--- config.mk ---
export PLATFORM = sky130hd
export DESIGN_NAME = gpr_dump_reader_flat
export DESIGN_NICKNAME = d
export VERILOG_FILES = /design/src/rtl/gpr_pkg.sv /design/src/rtl/gpr_dump_reader_if.sv /design/src/rtl/gpr_dump_reader.sv /design/src/flat_wrapper.sv
export SDC_FILE = /design/constraint.sdc
export NUM_CORES = 1
export LEC_CHECK = 0
export ABC_AREA = 0
export CORE_ASPECT_RATIO = 0.75
export CORE_MARGIN = 2
export CORE_UTILIZATION = 39
export CTS_BUF_LIST = sky130_fd_sc_hd__clkbuf_2 sky130_fd_sc_hd__clkbuf_4 sky130_fd_sc_hd__clkbuf_8
export CTS_CLUSTER_DIAMETER = 150
export DETAILED_ROUTE_END_ITERATION = 16
export PLACE_DENSITY = 0.81
export SLEW_MARGIN = 20
export SYNTH_ARGS = -nofsm -noshare
export SYNTH_HDL_FRONTEND = slang
export SYNTH_SLANG_ARGS = --single-unit
export TNS_END_PERCENT = 100
--- constraint.sdc ---
create_clock -name clk -period 1.64 [get_ports clk]
set_input_delay 0.492 -clock clk [delete_from_list [all_inputs] [get_ports clk]]
set_output_delay 0.492 -clock clk [all_outputs]
set_load 0.005 [all_outputs]
--- src/rtl/gpr_pkg.sv ---
// Shared GPR constants and types: register count/width, index and word types,
// and the dump-reader state encoding.
package gpr_pkg;

  localparam int NREG  = 32;
  localparam int XLEN  = 32;
  localparam int IDX_W = $clog2(NREG);

  typedef logic [IDX_W-1:0] gpr_idx_t;
  typedef logic [XLEN-1:0]  gpr_word_t;

  typedef enum logic [1:0] {
    IDLE,
    READ,
    SEND,
    SUM
  } dump_state_e;

  localparam gpr_idx_t LAST_IDX = gpr_idx_t'(NREG - 1);

endpackage

--- src/rtl/gpr_dump_reader_if.sv ---
// Beat stream from the GPR dump reader to a debug/trace sink (valid/ready).
interface gpr_dump_reader_if;
  import gpr_pkg::*;

  logic      out_valid;
  logic      out_ready;
  gpr_idx_t  out_idx;
  gpr_word_t out_data;
  logic      out_last;

  modport master (
    output out_valid,
    output out_idx,
    output out_data,
    output out_last,
    input  out_ready
  );

  modport slave (
    input  out_valid,
    input  out_idx,
    input  out_data,
    input  out_last,
    output out_ready
  );

endinterface

--- src/rtl/gpr_dump_reader.sv ---
// Walks GPR read port 1 over every register on a start pulse and streams (index, value) beats.
// Define GPR_DUMP_CHECKSUM_EN to append a trailing XOR-checksum beat to each dump.
module gpr_dump_reader
  import gpr_pkg::*;
(
  input  logic                      clk,
  input  logic                      rst_n,
  input  logic                      start,
  output logic                      busy,
  output logic                      done,
  output gpr_idx_t                  Ra,
  input  gpr_word_t                 busA,
  gpr_dump_reader_if.master         out
);

  dump_state_e state_q, state_d;
  gpr_idx_t    idx_q, idx_d;
  gpr_idx_t    out_idx_q, out_idx_d;
  gpr_word_t   out_data_q, out_data_d;
  logic        out_last_q, out_last_d;
  logic        done_q, done_d;
  logic        handshake;
`ifdef GPR_DUMP_CHECKSUM_EN
  gpr_word_t   sum_q, sum_d;
`endif

  assign handshake = out.out_valid && out.out_ready;

  // NOTE: every always_comb output gets a default first, so no path can infer a latch.
  always_comb begin
    state_d    = state_q;
    idx_d      = idx_q;
    out_idx_d  = out_idx_q;
    out_data_d = out_data_q;
    out_last_d = out_last_q;
    done_d     = 1'b0;
    Ra         = '0;
`ifdef GPR_DUMP_CHECKSUM_EN
    sum_d      = sum_q;
`endif

    unique case (state_q)
      IDLE: begin
        if (start) begin
          state_d = READ;
          idx_d   = '0;
`ifdef GPR_DUMP_CHECKSUM_EN
          sum_d   = '0;
`endif
        end
      end

      READ: begin
        // busA is combinational from Ra, so the value is captured in the same cycle.
        Ra         = idx_q;
        out_data_d = busA;
        out_idx_d  = idx_q;
`ifdef GPR_DUMP_CHECKSUM_EN
        out_last_d = 1'b0;
        sum_d      = sum_q ^ busA;
`else
        out_last_d = (idx_q == LAST_IDX);
`endif
        state_d    = SEND;
      end

      SEND: begin
        if (handshake) begin
          // Terminal compare comes before the increment, so idx never wraps.
          if (idx_q == LAST_IDX) begin
`ifdef GPR_DUMP_CHECKSUM_EN
            state_d    = SUM;
            out_idx_d  = '0;
            out_data_d = sum_q;
            out_last_d = 1'b1;
`else
            state_d    = IDLE;
            done_d     = 1'b1;
`endif
          end else begin
            idx_d   = idx_q + gpr_idx_t'(1);
            state_d = READ;
          end
        end
      end

      SUM: begin
        if (handshake) begin
          state_d = IDLE;
          done_d  = 1'b1;
        end
      end

      default: state_d = IDLE;
    endcase
  end

  // NOTE: state registers use non-blocking assignments so every flop samples pre-edge values.
  always_ff @(posedge clk or negedge rst_n) begin
    if (!rst_n) begin
      state_q    <= IDLE;
      idx_q      <= '0;
      out_idx_q  <= '0;
      out_data_q <= '0;
      out_last_q <= 1'b0;
      done_q     <= 1'b0;
    end else begin
      state_q    <= state_d;
      idx_q      <= idx_d;
      out_idx_q  <= out_idx_d;
      out_data_q <= out_data_d;
      out_last_q <= out_last_d;
      done_q     <= done_d;
    end
  end

`ifdef GPR_DUMP_CHECKSUM_EN
  always_ff @(posedge clk or negedge rst_n) begin
    if (!rst_n) begin
      sum_q <= '0;
    end else begin
      sum_q <= sum_d;
    end
  end
`endif

  // out_valid, out_last and busy are decoded from state, so reset clears them asynchronously.
  assign busy          = (state_q != IDLE);
  assign done          = done_q;
  assign out.out_valid = (state_q == SEND) || (state_q == SUM);
  assign out.out_idx   = out_idx_q;
  assign out.out_data  = out_data_q;
  assign out.out_last  = out_last_q && out.out_valid;

endmodule

--- src/flat_wrapper.sv ---
// flat-port wrapper written by rule: the top's interface ports become plain ports
module gpr_dump_reader_flat import gpr_pkg::*;
  (clk, rst_n, start, busy, done, Ra, busA, out_out_valid, out_out_idx, out_out_data, out_out_last, out_out_ready);
  gpr_dump_reader_if out_i ();
  input  logic clk;
  input  logic rst_n;
  input  logic start;
  output logic busy;
  output logic done;
  output gpr_idx_t Ra;
  input  gpr_word_t busA;
  output wire logic [$bits(out_i.out_valid)-1:0] out_out_valid;
  output wire logic [$bits(out_i.out_idx)-1:0] out_out_idx;
  output wire logic [$bits(out_i.out_data)-1:0] out_out_data;
  output wire logic [$bits(out_i.out_last)-1:0] out_out_last;
  input wire logic [$bits(out_i.out_ready)-1:0] out_out_ready;
  assign out_out_valid = out_i.out_valid;
  assign out_out_idx = out_i.out_idx;
  assign out_out_data = out_i.out_data;
  assign out_out_last = out_i.out_last;
  assign out_i.out_ready = out_out_ready;
  gpr_dump_reader u_core (.clk(clk), .rst_n(rst_n), .start(start), .busy(busy), .done(done), .Ra(Ra), .busA(busA), .out(out_i));
endmodule
==> impl_metrics.ini, run 1 <==
[status]
status = finished with violations
violations = negative setup slack

[sta]
finalCriticalPeriod_ps = 1820
setup_viol = 10
rsz0062_at_grt = yes
fin_skew_ps = 5.452
min_period_over_period = 1.110
worst-slew-pin-transition_ps = 241.8
hold_violations = 0
worst_slack_ps = -180.0
slew_headroom = 0.8388
clock.fmax_mhz = 549.5
slew_violations = 0

[detailed_routing]
ant_nets = 0
vias_per_cell = 4.583
routed_wl_mm = 4.664
vias = 1659
wl_per_cell_um = 12.88
drc_errors = 0
drt_iter0_drc = 52
drt-pass1-iter-count = 4

[power]
power_density_mw_per_mm2 = 1628
p_comb_frac = 0.474
leakage_nw = 1.769
seqPwrFrac = 0.371
p_int_w = 0.003406
switching_share = 0.3299
switchingPower_w = 0.001677
clock_power_share = 0.155
vdd_drop_max_mv = 0.9868

[floorplanning]
die_h_um = 63.52
initial_core_util = 0.4099
die_x_um = 83.35
num_rows = 21
num_io_pins = 82
core_area_mm2 = 0.004493
dieArea_mm2 = 0.005294

[setup_path]
reg2reg_slack_ps = -70
r2r_start = u_core.idx_q[0]
worstSetupStartpointType = flop
worst_ep_arrival_time_ps = 1330
critPathLaunch = u_core.state_q[1]
cp_top_family = flip-flops
path_cells = nor2b_4 > buf_6 > buf_6 > and2_4 > buf_6
crit_path_end = Ra[1]
critPathKind = flop to output port
cp_max_fo = 3
reg2reg_to = u_core.idx_q[0]
required_ps = 1150
crit_buf_inv = 3
slowest_delay_ps = 430
cpMostUsedCell = buf_6
endpoint_kind = output port
path_depth = 5
r2r_cells = 6
cpMaxStageDelayCell = dfrtp_1

[cells_and_area]
layout.cells.non_filler = 362
fin_util = 0.6948
final_nets = 342
syn2layout_area_growth_pct = 69.50
drive_above_1_share = 0.2230
antenna_cells = 0

[placed_design]
place_inst = 335
io_buffer_count = 81
gp_congestion = 0.7993
dp.final_hpwl_mm = 3.109

[yosys]
ys_types = 24
yosys_warnings = 0
ys_ff_latch = 46
synth_top_cell_by_area = dfrtp_1
seq_area_frac_synth = 0.6250
yosysTopAreaCellShare = 0.6250
synth_area_leaders = dfrtp_1 (63%), nand2_1 (21%), a21o_1 (2.0%)
syn_inst = 191
avgSynthCellArea_um2 = 9.643
netlist_area_mm2 = 0.001842
syn_nets = 229

[clock_tree]
cts_tree = yes
cts_buffers = 5
clock_sinks = 46
htree_num_levels = 2
ctsHoldBuffers = 0
clockRootBuffer = clkbuf_8
cts_buffer_depth = 2
clk_latency_ps = 290
path_clk_slew_ps = 80

[run]
max-cap-violations = 0

[grt]
grt_pass1_vias = 1680
antenna_found_initial = 0
grt_pass1_wl_mm = 8.038
grt-ovfl-total = 0
grt_max_degree = 47
gr-usage-all-layers = 0.1896

[worst_hold_path]
holdCritPathClass = input pin to async pin
## kinds of logic after synthesis
kind of cell             Yosys count  synth area share
buffers and inverters             11           0.03193
AO/OA/AOI/OAI                     11           0.04552
AND/OR/NAND/NOR                  118            0.2670
adder cells (fa/ha/maj)            2           0.01358
flip-flops                        46            0.6250
multiplexers                       3           0.01698
## routing by layer
metal | up-vias | global-route usage | part of all wire
met4 | 0 | 0.05943 | 0.011
met2 | 64 | 0.3054 | 0.46
li1 | 817 | - | -
met3 | 6 | 0.06029 | 0.072
met5 | - | 0 | 0
met1 | 772 | 0.2453 | 0.45
## cells in the mapped netlist, drive strengths merged
cell and instances:
nor2 1, o211a 1, ha 2, inv 1
a21oi 2, and2 6, nand2b 1, or3b 1
o21ai 1, nor3b 1, a22o 2, mux2 1
dfrtp 46, nand4 1, and4bb 1, nor2b 2
buf 8, and3 1, clkbuf 2, mux2i 2
a21o 5, nand2 103
## stage by stage
| stage | instance area (um^2) | hold slack (ps) | total power, W | setup WS (ps) | setup TNS, ps |
|---|---|---|---|---|---|
| floorplan | 1862 | 196.4 | 0.002806 | -3.811 | -3.811 |
| finish | 3122 | 159.1 | 0.005083 | -180.0 | -940.5 |
| global placement | 2819 | 456.3 | 0.004099 | -166.2 | -877.1 |
| global route | 3122 | 167.9 | 0.005488 | -220.6 | -1502 |
| detailed placement | 2819 | 460.9 | 0.004183 | -238.5 | -1270 |
| CTS | 3068 | 165.2 | 0.005077 | -163.2 | -838.3 |
## power groups by stage
stage	logic, W	registers [W]	clock network, W
6_report	0.00241	0.00189	0.000789
5_1_grt	0.00268	0.00195	0.000861
4_1_cts	0.00238	0.00189	0.000811
3_5_place_dp	0.00227	0.00191	0
3_3_place_gp	0.00221	0.00189	0
2_1_floorplan	0.000873	0.00193	0
## layout make-up
class	instances	area (um^2)
flip-flops and latches	46	1151
well taps	57	71.32
multi-input cells	134	689.4
clock buffers	8	110.1
fillers	366	1371
inverters	1	3.754
repair buffers	116	1096
## cells in the final DEF (no fill, tap or decap), types with 3 or more instances in the layout
cell,n
buf_6,15
a21o_1,5
nand2_1,102
dfrtp_1,46
clkbuf_8,8
and2_4,6
dlygate4sd2_1,33
buf_4,24
clkdlybuf4s50_1,34
buf_2,3
dlymetal6s2s_1,5
## flip-flops by register name (all words and copies together), names as in the netlist
register	count
u_core.idx_q	5
u_core.state_q	2
u_core.out_last_q	1
u_core.done	1
u_core.out.out_data	32
u_core.out.out_idx	5
## how the worst min path moves through the flow
| stage | to | slack (ps) |
|---|---|---|
| after floorplan | u_core.done | 200 |
| after global placement | u_core.out.out_data[12] | 460 |
| after detailed placement | u_core.out.out_data[2] | 460 |
| after CTS | u_core.out.out_idx[1] | 170 |
| after global routing | u_core.idx_q[0] | 170 |
| final | u_core.out.out_idx[2] | 160 |
## timing repair
action	CTS	global route
setup buffers	15	4
pin swaps	7	1
endpoints found under the setup margin	45	18
gates resized for setup	88	8
(Power assumes the default switching activity.)
==> run 2: changes to the inputs <==
Settings changed: CORE_UTILIZATION 39 to 43, PLACE_DENSITY 0.81 to 0.84.
Clock period 1.64 ns to 1.8 ns, I/O delays scaled along.
==> run 2 against run 1 <==
Against the previous run:
- design area decreased by 5.5%
- the run still ends with negative setup slack left
- largest power group unchanged
- count of clock-buffer cells in the layout decreased by 2
- core utilization increased by 2.8 points
- final cell count decreased by 5.2%
- worst hold slack improved by 62 ps
- clock power decreased by 19%
- sequential power decreased by 9.5%
- sequential share of layout area increased by 2.2 points
- clock skew increased by 0.71 ps
- via count decreased by 4.2%
- critical path type unchanged
- combinational power decreased by 10%
==> impl_metrics.ini, run 2 (synthesis gave the netlist of run 1 again) <==
[status]
status = finished with violations
violations = negative setup slack

[detailed_routing]
met3WireLength_um = 407
drc_errors = 0
vias = 1589
drt-pass1-iter-count = 2
ant_nets = 0
drt_iter0_drc = 83
wl_met1_mm = 2.108
wl_per_cell_um = 13.16
routed_wl_mm = 4.515
vias_per_cell = 4.633
wl_met2_mm = 1.974
top_layer = met4

[clock_tree]
path_clk_slew_ps = 80
clockRootBuffer = clkbuf_8
cts_tree = yes
ctsHoldBuffers = 0
cts_buffers = 5
clk_latency_ps = 290
clock_sinks = 46
cts_buffer_depth = 2
htree_num_levels = 2

[sta]
worst-slew-pin-transition_ps = 240.9
setup_viol = 1
finalCriticalPeriod_ps = 1836
fin_setup_tns_ps = -35.56
rsz0062_at_grt = yes
slew_headroom = 0.8394
fin_skew_ps = 6.162
hold_violations = 0
min_period_over_period = 1.020
worst_slack_ps = -35.56
slew_violations = 0
clock.fmax_mhz = 544.8

[floorplanning]
die_x_um = 79.57
num_io_pins = 82
dieArea_mm2 = 0.004828
initial_core_util = 0.4515
core_area_mm2 = 0.004079
num_rows = 20
die_h_um = 60.68

[cells_and_area]
largest_reg_flops = 32
final_cell_mix = nand2_1 (103), clkdlybuf4s50_1 (72), dfrtp_1 (46), buf_4 (13), buf_6 (9)
antenna_cells = 0
syn2layout_area_growth_pct = 60.12
final_common_cell = nand2_1
layout.cells.non_filler = 343
fillCellCount = 316
fin_util = 0.7230
drive_above_1_share = 0.1528
final_nets = 325

[setup_path]
worst_ep_arrival_time_ps = 1300
reg2reg_slack_ps = 70
required_ps = 1260
cp_max_fo = 2
critPathKind = flop to output port
reg2reg_to = u_core.idx_q[0]
critPathLaunch = u_core.state_q[1]
r2r_cells = 6
endpoint_kind = output port
r2r_start = u_core.idx_q[0]
worstSetupStartpointType = flop

[power]
clock_power_share = 0.142
p_comb_frac = 0.481
switchingPower_w = 0.001477
power_density_mw_per_mm2 = 1533
switching_share = 0.3267
p_int_w = 0.003043
seqPwrFrac = 0.378
vdd_drop_max_mv = 0.7772
leakage_nw = 1.514

[grt]
antenna_found_initial = 0
grt_max_degree = 47
grt_pass1_wl_mm = 7.258
grt-ovfl-total = 0
grt_pass1_vias = 1504
gr-usage-all-layers = 0.1979

[placed_design]
io_buffer_count = 81
gp_congestion = 0.7725
place_inst = 331
dp.final_hpwl_mm = 3.219

[worst_hold_path]
holdCritPathClass = input pin to async pin

[run]
max-cap-violations = 0
[run 2: cell types whose count changed in the layout (fill, tap and decap cells not counted), moves of 2 or more]
cell | previous run | this run
dlymetal6s2s_1 | 5 | 0
buf_2 | 3 | 1
buf_6 | 15 | 9
dlygate4sd2_1 | 33 | 1
buf_4 | 24 | 13
clkdlybuf4s50_1 | 34 | 72
clkbuf_8 | 8 | 6
[run 2: metrics by stage]
stage | instance area, um^2 | worst slack [ps] | hold slack [ps] | total power (W)
6_report | 2949 | -35.56 | 221.2 | 0.004520
5_1_grt | 2949 | -105.4 | 242.6 | 0.004884
4_1_cts | 2942 | -61.29 | 227.8 | 0.004576
3_5_place_dp | 2781 | -57.42 | 461.4 | 0.003815
3_3_place_gp | 2781 | 4.602 | 453.2 | 0.003745
2_1_floorplan | 1842 | 30.50 | 244.4 | 0.002553
[run 2: timing repair]
| action | 4_1_cts | 5_1_grt |
|---|---|---|
| cloned | 0 | 0 |
| setup buffers | 4 | 2 |
| pin swaps | 2 | 1 |
| endpoints found under the setup margin | 8 | 8 |
| resized for setup | 42 | 3 |
[run 2: area by class of cell]
cell class | count | area [um^2] | area share
multi-input combinational | 134 | 661.9 | 0.2244
timing repair buffer | 99 | 968.4 | 0.3284
tap | 55 | 68.82 | 0.02333
sequential | 46 | 1151 | 0.3903
clock buffer | 6 | 82.58 | 0.02800
inverter | 1 | 3.754 | 0.001273
clock inverter | 2 | 12.51 | 0.004243
[run 2: power groups by stage]
stage	logic (W)	registers [W]	clock network, W
CTS	0.00222	0.00171	0.000651
global placement	0.00204	0.00170	0
finish	0.00217	0.00171	0.000640
global route	0.00243	0.00176	0.000691
floorplan	0.000793	0.00176	0
detailed placement	0.00209	0.00172	0
[run 2: critical path, stage by stage, from the launching register on]
cell     delay (ps)
dfrtp_1         430
nor2b_4         150
buf_6           110
buf_6            80
and2_4          140
buf_6            90
[run 2: routing by layer]
metal / vias up / GRT usage
met5: - / 0
met4: 0 / 0.04926
met3: 5 / 0.07292
met2: 61 / 0.3049
met1: 738 / 0.2713
li1: 785 / -
[run 2: how the worst max path moves through the flow]
stage / endpoint
2_1_floorplan: u_core.idx_q[0]
3_3_place_gp: Ra[1]
3_5_place_dp: Ra[3]
4_1_cts: Ra[2]
5_1_grt: Ra[3]
6_report: Ra[3]
